File: src/rtl/fifo_wr_pkg.sv
// Shared definitions for the write-domain frame generator: state encoding,
// header tag and the default payload seed.
package fifo_wr_pkg;

  typedef enum logic [2:0] {
    ST_IDLE,
    ST_HDR,
    ST_PAY,
    ST_TRL,
    ST_GAP
  } state_t;

  // Upper nibble of every header word; the lower nibble carries len.
  localparam logic [3:0] HDR_TAG = 4'hA;

  // Power-up value of the running payload counter.
  localparam logic [7:0] DEFAULT_SEED = 8'd10;

endpackage

File: src/rtl/fifo_wr_frame_gen.sv
// Write-domain frame source feeding the asynchronous FIFO write port.
// Each start request produces one frame: a header word, len+1 payload bytes
// taken from a running counter, and an XOR checksum trailer. Words are
// presented one at a time on wr_data/wr_en and held unchanged while the FIFO
// reports full, so nothing is lost or repeated under back-pressure.
module fifo_wr_frame_gen
  import fifo_wr_pkg::*;
#(
  parameter int               WIDTH = 8,
  parameter int               LEN_W = 4,
  parameter logic [WIDTH-1:0] SEED  = DEFAULT_SEED,
  parameter int               GAP   = 2
) (
  input  logic             wr_clk,
  input  logic             reset,
  input  logic             start,
  input  logic [LEN_W-1:0] len,
  input  logic             wr_full,
  output logic             wr_en,
  output logic [WIDTH-1:0] wr_data,
  output logic             busy,
  output logic             frame_done,
  output logic [7:0]       frames_sent
);

  // The gap counter needs at least one bit even when GAP is 0 or 1.
  localparam int               GAP_W    = (GAP > 1) ? $clog2(GAP) : 1;
  localparam logic [GAP_W-1:0] GAP_LAST = GAP_W'((GAP > 0) ? (GAP - 1) : 0);

  state_t             r_state;
  logic [LEN_W-1:0]   r_lenQ;
  logic [LEN_W-1:0]   r_idx;
  logic [WIDTH-1:0]   r_dataCnt;
  logic [WIDTH-1:0]   r_csum;
  logic [GAP_W-1:0]   r_gapCnt;
  logic               r_wrEn;
  logic [WIDTH-1:0]   r_wrData;
  logic               r_busy;
  logic               r_frameDone;
  logic [7:0]         r_framesSent;

  logic               w_accept;
  logic [WIDTH-1:0]   w_hdrWord;
  logic [WIDTH-1:0]   w_cntNext;

  // The FIFO takes the word on any edge where we offer it and it has room;
  // wr_full is used directly against the registered wr_en, no extra stage.
  assign w_accept  = r_wrEn & ~wr_full;
  assign w_hdrWord = WIDTH'({HDR_TAG, len});
  assign w_cntNext = r_dataCnt + WIDTH'(1);

  // Frame sequencer: every output is a register updated here, and all
  // progress is gated on acceptance so a full FIFO freezes the frame.
  always_ff @(posedge wr_clk or posedge reset) begin
    if (reset) begin
      r_state      <= ST_IDLE;
      r_lenQ       <= '0;
      r_idx        <= '0;
      r_dataCnt    <= SEED;
      r_csum       <= '0;
      r_gapCnt     <= '0;
      r_wrEn       <= 1'b0;
      r_wrData     <= '0;
      r_busy       <= 1'b0;
      r_frameDone  <= 1'b0;
      r_framesSent <= '0;
    end else begin
      r_frameDone <= 1'b0;
      case (r_state)
        ST_IDLE: begin
          if (start) begin
            r_lenQ   <= len;
            r_csum   <= '0;
            r_wrEn   <= 1'b1;
            r_wrData <= w_hdrWord;
            r_busy   <= 1'b1;
            r_state  <= ST_HDR;
          end
        end
        ST_HDR: begin
          if (w_accept) begin
            r_csum   <= r_csum ^ r_wrData;
            r_idx    <= '0;
            r_wrData <= r_dataCnt;
            r_state  <= ST_PAY;
          end
        end
        ST_PAY: begin
          if (w_accept) begin
            r_csum    <= r_csum ^ r_wrData;
            r_dataCnt <= w_cntNext;
            r_idx     <= r_idx + LEN_W'(1);
            if (r_idx == r_lenQ) begin
              // Trailer is the running XOR folded with the last payload byte.
              r_wrData <= r_csum ^ r_wrData;
              r_state  <= ST_TRL;
            end else begin
              r_wrData <= w_cntNext;
            end
          end
        end
        ST_TRL: begin
          if (w_accept) begin
            r_framesSent <= r_framesSent + 8'd1;
            r_frameDone  <= 1'b1;
            r_wrEn       <= 1'b0;
            r_wrData     <= '0;
            r_gapCnt     <= '0;
            if (GAP == 0) begin
              r_busy  <= 1'b0;
              r_state <= ST_IDLE;
            end else begin
              r_state <= ST_GAP;
            end
          end
        end
        ST_GAP: begin
          if (r_gapCnt == GAP_LAST) begin
            r_busy  <= 1'b0;
            r_state <= ST_IDLE;
          end else begin
            r_gapCnt <= r_gapCnt + GAP_W'(1);
          end
        end
        default: begin
          r_wrEn  <= 1'b0;
          r_busy  <= 1'b0;
          r_state <= ST_IDLE;
        end
      endcase
    end
  end

  assign wr_en       = r_wrEn;
  assign wr_data     = r_wrData;
  assign busy        = r_busy;
  assign frame_done  = r_frameDone;
  assign frames_sent = r_framesSent;

endmodule
File: config.mk
export PLATFORM = sky130hd
export DESIGN_NAME = fifo_wr_frame_gen
export DESIGN_NICKNAME = d
export VERILOG_FILES = /design/src/rtl/fifo_wr_pkg.sv /design/src/rtl/fifo_wr_frame_gen.sv
export SDC_FILE = /design/constraint.sdc
export NUM_CORES = 1
export LEC_CHECK = 0
export ABC_AREA = 1
export CAP_MARGIN = 20
export CORE_MARGIN = 2
export CORE_UTILIZATION = 40
export CTS_BUF_LIST = sky130_fd_sc_hd__clkbuf_8
export DETAILED_ROUTE_END_ITERATION = 8
export PLACE_DENSITY_LB_ADDON = 0.2
export SLEW_MARGIN = 30
export SYNTH_ARGS = -nofsm -noshare
export SYNTH_HDL_FRONTEND = slang
export SYNTH_SLANG_ARGS = --single-unit
File: constraint.sdc
create_clock -name wr_clk -period 1.5 [get_ports wr_clk]
set_input_delay 0.3 -clock wr_clk [delete_from_list [all_inputs] [get_ports wr_clk]]
set_output_delay 0.3 -clock wr_clk [all_outputs]
set_load 0.02 [all_outputs]
Word level (Yosys, flattened, before mapping)

Index checks and enable logic that the tools add are counted.
W data, S select, Z words.

Bits of input ports: 8
Register bits: 47
Word-level logic and storage cells: 78
Output and inout port bits: 19

Equal/unequal tests: 12
$add $sub $neg: 4
Mux-type cells: 28
Reductions and logical operators: 18
Bitwise logic cells: 5

Operator list:

| kind                  | number |
|---|---|
| $mux W8               | 7 |
| $pmux W8 S4           | 1 |
| $mux W3               | 6 |
| $add A8 B1 Y8 const B | 2 |
| $pmux W8 S2           | 1 |
| $pmux W3 S5           | 1 |
| $ne A2 B2 Y1 const B  | 6 |
| $reduce_and A3 Y1     | 4 |
| $mux W4               | 2 |
| $pmux W4 S2           | 1 |
| $reduce_and A2 Y1     | 4 |
| $xor A8 B8 Y8         | 1 |
| $eq A3 B2 Y1 const B  | 2 |
| $mux W1               | 6 |
| $pmux W1 S3           | 2 |
| $reduce_and A6 Y1     | 1 |
| $reduce_bool A2 Y1    | 3 |
| $reduce_or A3 Y1      | 2 |
| $reduce_and A5 Y1     | 1 |
| $add A4 B1 Y4 const B | 1 |
| $eq A4 B4 Y1          | 1 |
| $reduce_bool A4 Y1    | 1 |
| $eq A3 B1 Y1 const B  | 1 |
| $eq A3 B3 Y1 const B  | 1 |
| 7 further kinds       | 9 |

Logic depth before layout (Yosys ltp)

Depth in word-level cells: 4
Depth in mapped cells: 11

Least setup slack after synthesis

No wires, ideal clock.

Path kind: reg2reg
Start point: register r_wrEn (netlist: wr_en)
End point: register r_framesSent[6] (netlist: frames_sent[6])
Stages on the path, launching flop included: 7
Slack: 38 ps
Period minus slack after synthesis: 1,462 ps
Arrival time: 1,333 ps
Required time: 1,371 ps
Cells stage by stage: dfrtp_1 -> inv_1 -> nor2_4 -> nand3_1 -> nor2_2 -> nand4_1 -> xnor2_1

Cells in the longest elaborated chain, start to end: 2

RTL lines:

| what                        | line                     | RTL |
|---|---|---|
| start, declared             | fifo_wr_frame_gen.sv:36  | `logic r_wrEn;` |
| start signal, assigned      | fifo_wr_frame_gen.sv:62  | `r_wrEn <= 1'b0;` |
| start signal, assigned      | fifo_wr_frame_gen.sv:74  | `r_wrEn <= 1'b1;` |
| start signal, assigned      | fifo_wr_frame_gen.sv:106 | `r_wrEn <= 1'b0;` |
| $and A1 B1 Y1               | fifo_wr_frame_gen.sv:48  | `assign w_accept = r_wrEn & ~wr_full;` |
| $reduce_and A2 Y1 (no line) | n/a                      |  |
| end signal, assigned        | fifo_wr_frame_gen.sv:104 | `r_framesSent <= r_framesSent + 8'd1;` |
| end, declared               | fifo_wr_frame_gen.sv:40  | `logic [7:0] r_framesSent;` |

No other way between the ends.
A chain may end at the register's enable or synchronous reset.

Worst setup path after layout

Start point: register r_state[1]
End point: register r_idx[0]

Cells in the longest elaborated chain, start to end: 3
Elaborated cells between the ends (all ways): 7
Classes of those cells: eq/ne (4); mux (1); reduce/logical (2)

RTL lines:

| what                                                         | line                    | RTL |
|---|---|---|
| start, declared                                              | fifo_wr_frame_gen.sv:30 | `state_t r_state;` |
| start signal, assigned                                       | fifo_wr_frame_gen.sv:56 | `r_state <= ST_IDLE;` |
| start signal, assigned                                       | fifo_wr_frame_gen.sv:77 | `r_state <= ST_HDR;` |
| start signal, assigned                                       | fifo_wr_frame_gen.sv:85 | `r_state <= ST_PAY;` |
| $eq A3 B1 Y1 or $eq A3 B2 Y1 (tied branches)                 | fifo_wr_frame_gen.sv:69 | `case (r_state)` |
| $ne A2 B2 Y1 (no line) or $reduce_bool A2 Y1 (tied branches) | n/a                     |  |
| $reduce_and A3 Y1 (no line)                                  | n/a                     |  |
| end signal, assigned                                         | fifo_wr_frame_gen.sv:92 | `r_idx <= r_idx + LEN_W'(1);` |
| end, declared                                                | fifo_wr_frame_gen.sv:32 | `logic [LEN_W-1:0] r_idx;` |

Parallel ways exist; a longest one is shown, timed or not.

==> results.yml <==
logic_synthesis:
  ys_ff_latch: 47
  avgSynthCellArea_um2: 7.86
  yosysSeqAreaShare: 0.464
  syn_nets: 334
  synthDistinctLibCells: 26
  synth_top_family_by_area: "simple AND/OR/NAND/NOR gates"
  synthMuxAreaShare: 0
  ys_warn_count: 0
  synthCells: 323
  synth-xor-area-share: 0.0656
  synth_area_um2: 2540
  synth_compound_gate_area_share: 0.0715
  yosys.area_share.adder: 0.0148
  synth_simple_gate_area_frac: 0.320
timing:
  worst-slew-pin-transition_ps: 270
  rsz0062_at_grt: "yes"
  fin_crit_sh: 0.959
  final_hold_viol_count: 0
  final.setup.worst_slack_ps: 61.9
  period_minus_slack_ps: 1440
  setup_tns_ps: 0
  setup_viol: 0
  drv_slew: 0
  fmax_ghz: 0.695
  slew_headroom: 0.820
  clock_skew_ps: 7.37
critical_path:
  worst_ep_required_time_ps: 1690
  crit_type: "reg -> reg"
  cp_slowest_cell: "dfrtp_1"
  critPathLaunchType: "flip-flop"
  crit_fanout: 4
  reg2reg_slack_ps: 60
  cp.arrival_ps: 1630
  critPathBufInv: 3
  end_kind: "flip-flop"
  path_cells: "inv_2, nor2_4, nand2_2, nand2_1, inv_2, nor2_4, buf_4, o21ai_0"
  crit_family: "simple AND/OR/NAND/NOR gates"
  cp_slowest_stage_delay_ps: 460
detailed_routing:
  routedWlPerCell_um: 12.9
  drc: 0
  firstDrtPassIters: 4
  num_vias: 2201
  totalWireLength_mm: 5.99
  drtIter0Drc: 122
  vias_per_cell: 4.75
  ant_nets: 0
finish:
  syn2layout_area_growth_pct: 30.6
  drive_gt1_frac: 0.202
  final_area_um2: 3310
  fin_cells: 463
  final_nets: 396
  antennaDiodeCount: 0
  num-fill-cells: 607
pwr:
  p_leak_nw: 1.73
  totalPowerFinal_mw: 6.73
  p_per_area_nw_per_um2: 2030
  ir_worst_vdd_mv: 0.976
die:
  coreArea_um2: 6240
  die_y_um: 83.6
  ioPinCount: 27
  start_util: 0.407
  rows: 29
  dieArea_um2: 7000
  die_x_um: 83.6
status:
  status: "finished clean"
clock_tree:
  clock-sinks: 47
  clkTransAtPathRegs_ps: 100
  root_buffer: "clkbuf_8"
  cts_made_buffers: 5
  max-clock-path-buffers: 2
  clk_latency_ps: 310
  cts_tree: "built"
  htree_levels: 2
placement:
  dpl_cell_area_um2: 3070
  port-buffer-count: 26
  placedCellCount: 446
  place_ws_ps: -203
  place_congestion: 0.853
  dp_hpwl_mm: 4.16
run:
  cap_violations: 0
grt:
  grt_pass1_wl_mm: 9.72
  grt_pass1_vias: 2007
  grt_max_degree: 48
  grt_usage: 0.172
  grt.overflow.total: 0
  antenna_found_initial: 0
worst_hold_path:
  hold_path.class: "in -> async"
## final timing paths
kind | startpoint | endpoint | cells past startpoint
min in group wr_clk | frames_sent[7] | frames_sent[7] | 1
max | r_state[1] | r_idx[0] | 8
max in group asynchronous | reset | r_dataCnt[3] | 3
max reg2reg | r_state[1] | r_idx[0] | 8
min | reset | r_dataCnt[0] | 3
min reg2reg | frames_sent[7] | frames_sent[7] | 1
## area by class of cell
type                            count  area (um^2)  area share
Multi-Input combinational cell    237         1280       0.387
Timing Repair Buffer               56          487       0.147
Tap cell                           77         96.3      0.0291
Clock inverter                      3         47.5      0.0144
Sequential cell                    47         1180       0.356
Clock buffer                        5         68.8      0.0208
Inverter                           38          150      0.0453
## tightest hold or removal path: cells and delay by family
family / cells / cell delay, ps
buffers and inverters: 3 / 720
## stage by stage
step | hold WS (ps) | util
floorplan | 466 | -
global placement | 464 | 0.492
detailed placement | 468 | 0.492
CTS | 346 | 0.507
global route | 358 | 0.531
finish | 333 | 0.531
## layout by cell type, fill, tap and decap left out, drive strengths merged, types with 2 or more instances in the layout
master	n
nand2	116
dfrtp	45
inv	39
nand3	31
buf	30
nor2	29
dlygate4sd2	19
o21ai	18
xnor2	15
a21oi	11
clkdlybuf4s50	7
clkbuf	5
xor2	4
nand4	3
ha	3
o21bai	2
o22ai	2
dfstp	2
## sequential cells by signal, summed over array words and instances, names as in the netlist
signal       cells
busy             1
frame_done       1
frames_sent      8
r_csum           8
r_dataCnt        8
r_gapCnt         1
r_idx            4
r_lenQ           4
r_state          3
wr_data          8
wr_en            1
## cells in the mapped netlist
master | n | area, um^2
nand2_1 | 112 | 420
dfrtp_1 | 45 | 1130
inv_1 | 32 | 120
nand3_1 | 30 | 150
nor2_1 | 18 | 67.6
o21ai_0 | 16 | 80.1
xnor2_1 | 15 | 131
a21oi_1 | 11 | 55.1
inv_2 | 6 | 22.5
nor2_4 | 6 | 67.6
nand2_4 | 4 | 45.0
xor2_1 | 4 | 35.0
ha_1 | 3 | 37.5
nand4_1 | 3 | 18.8
nor2_2 | 3 | 18.8
dfstp_2 | 2 | 52.6
o21ai_1 | 2 | 10.0
o21bai_1 | 2 | 15.0
o22ai_1 | 2 | 12.5
buf_2 | 1 | 5.00
buf_6 | 1 | 11.3
clkbuf_1 | 1 | 3.75
nand3_2 | 1 | 10.0
nand3b_1 | 1 | 7.51
nor3_1 | 1 | 5.00
o2111ai_1 | 1 | 8.76
## cells by family after synthesis
| kind of cell | after synthesis |
|---|---|
| buffers and inverters | 41 |
| XOR/XNOR | 19 |
| flip-flops | 47 |
| AO/OA/AOI/OAI | 34 |
| adder cells (fa/ha/maj) | 3 |
| AND/OR/NAND/NOR | 179 |
## per-layer routing
metal / global-route usage / wire length [um] / vias to the layer above
met3: 0.0267 / 167 / 8
met2: 0.276 / 2840 / 34
met5: 0 / 0 / -
li1: - / - / 1145
met1: 0.238 / 2870 / 1014
met4: 0.0587 / 104 / 0
## report_power, final
group          leakage [nW]  switching, mW  internal [mW]
clock                0.0587          0.466          0.506
combinational          1.07           2.21           1.48
sequential            0.603          0.370           1.70
total                  1.73           3.04           3.69
## repair_timing
| action | CTS | global route |
|---|---|---|
| pin swaps | 0 | 7 |
| hold buffers | 0 | 0 |
| gates resized for setup | 20 | 24 |
| buffers inserted | 0 | 7 |
| cloned | 0 | 2 |
| setup endpoints to repair | 20 | 17 |
Power figures use the tool's default switching activity.
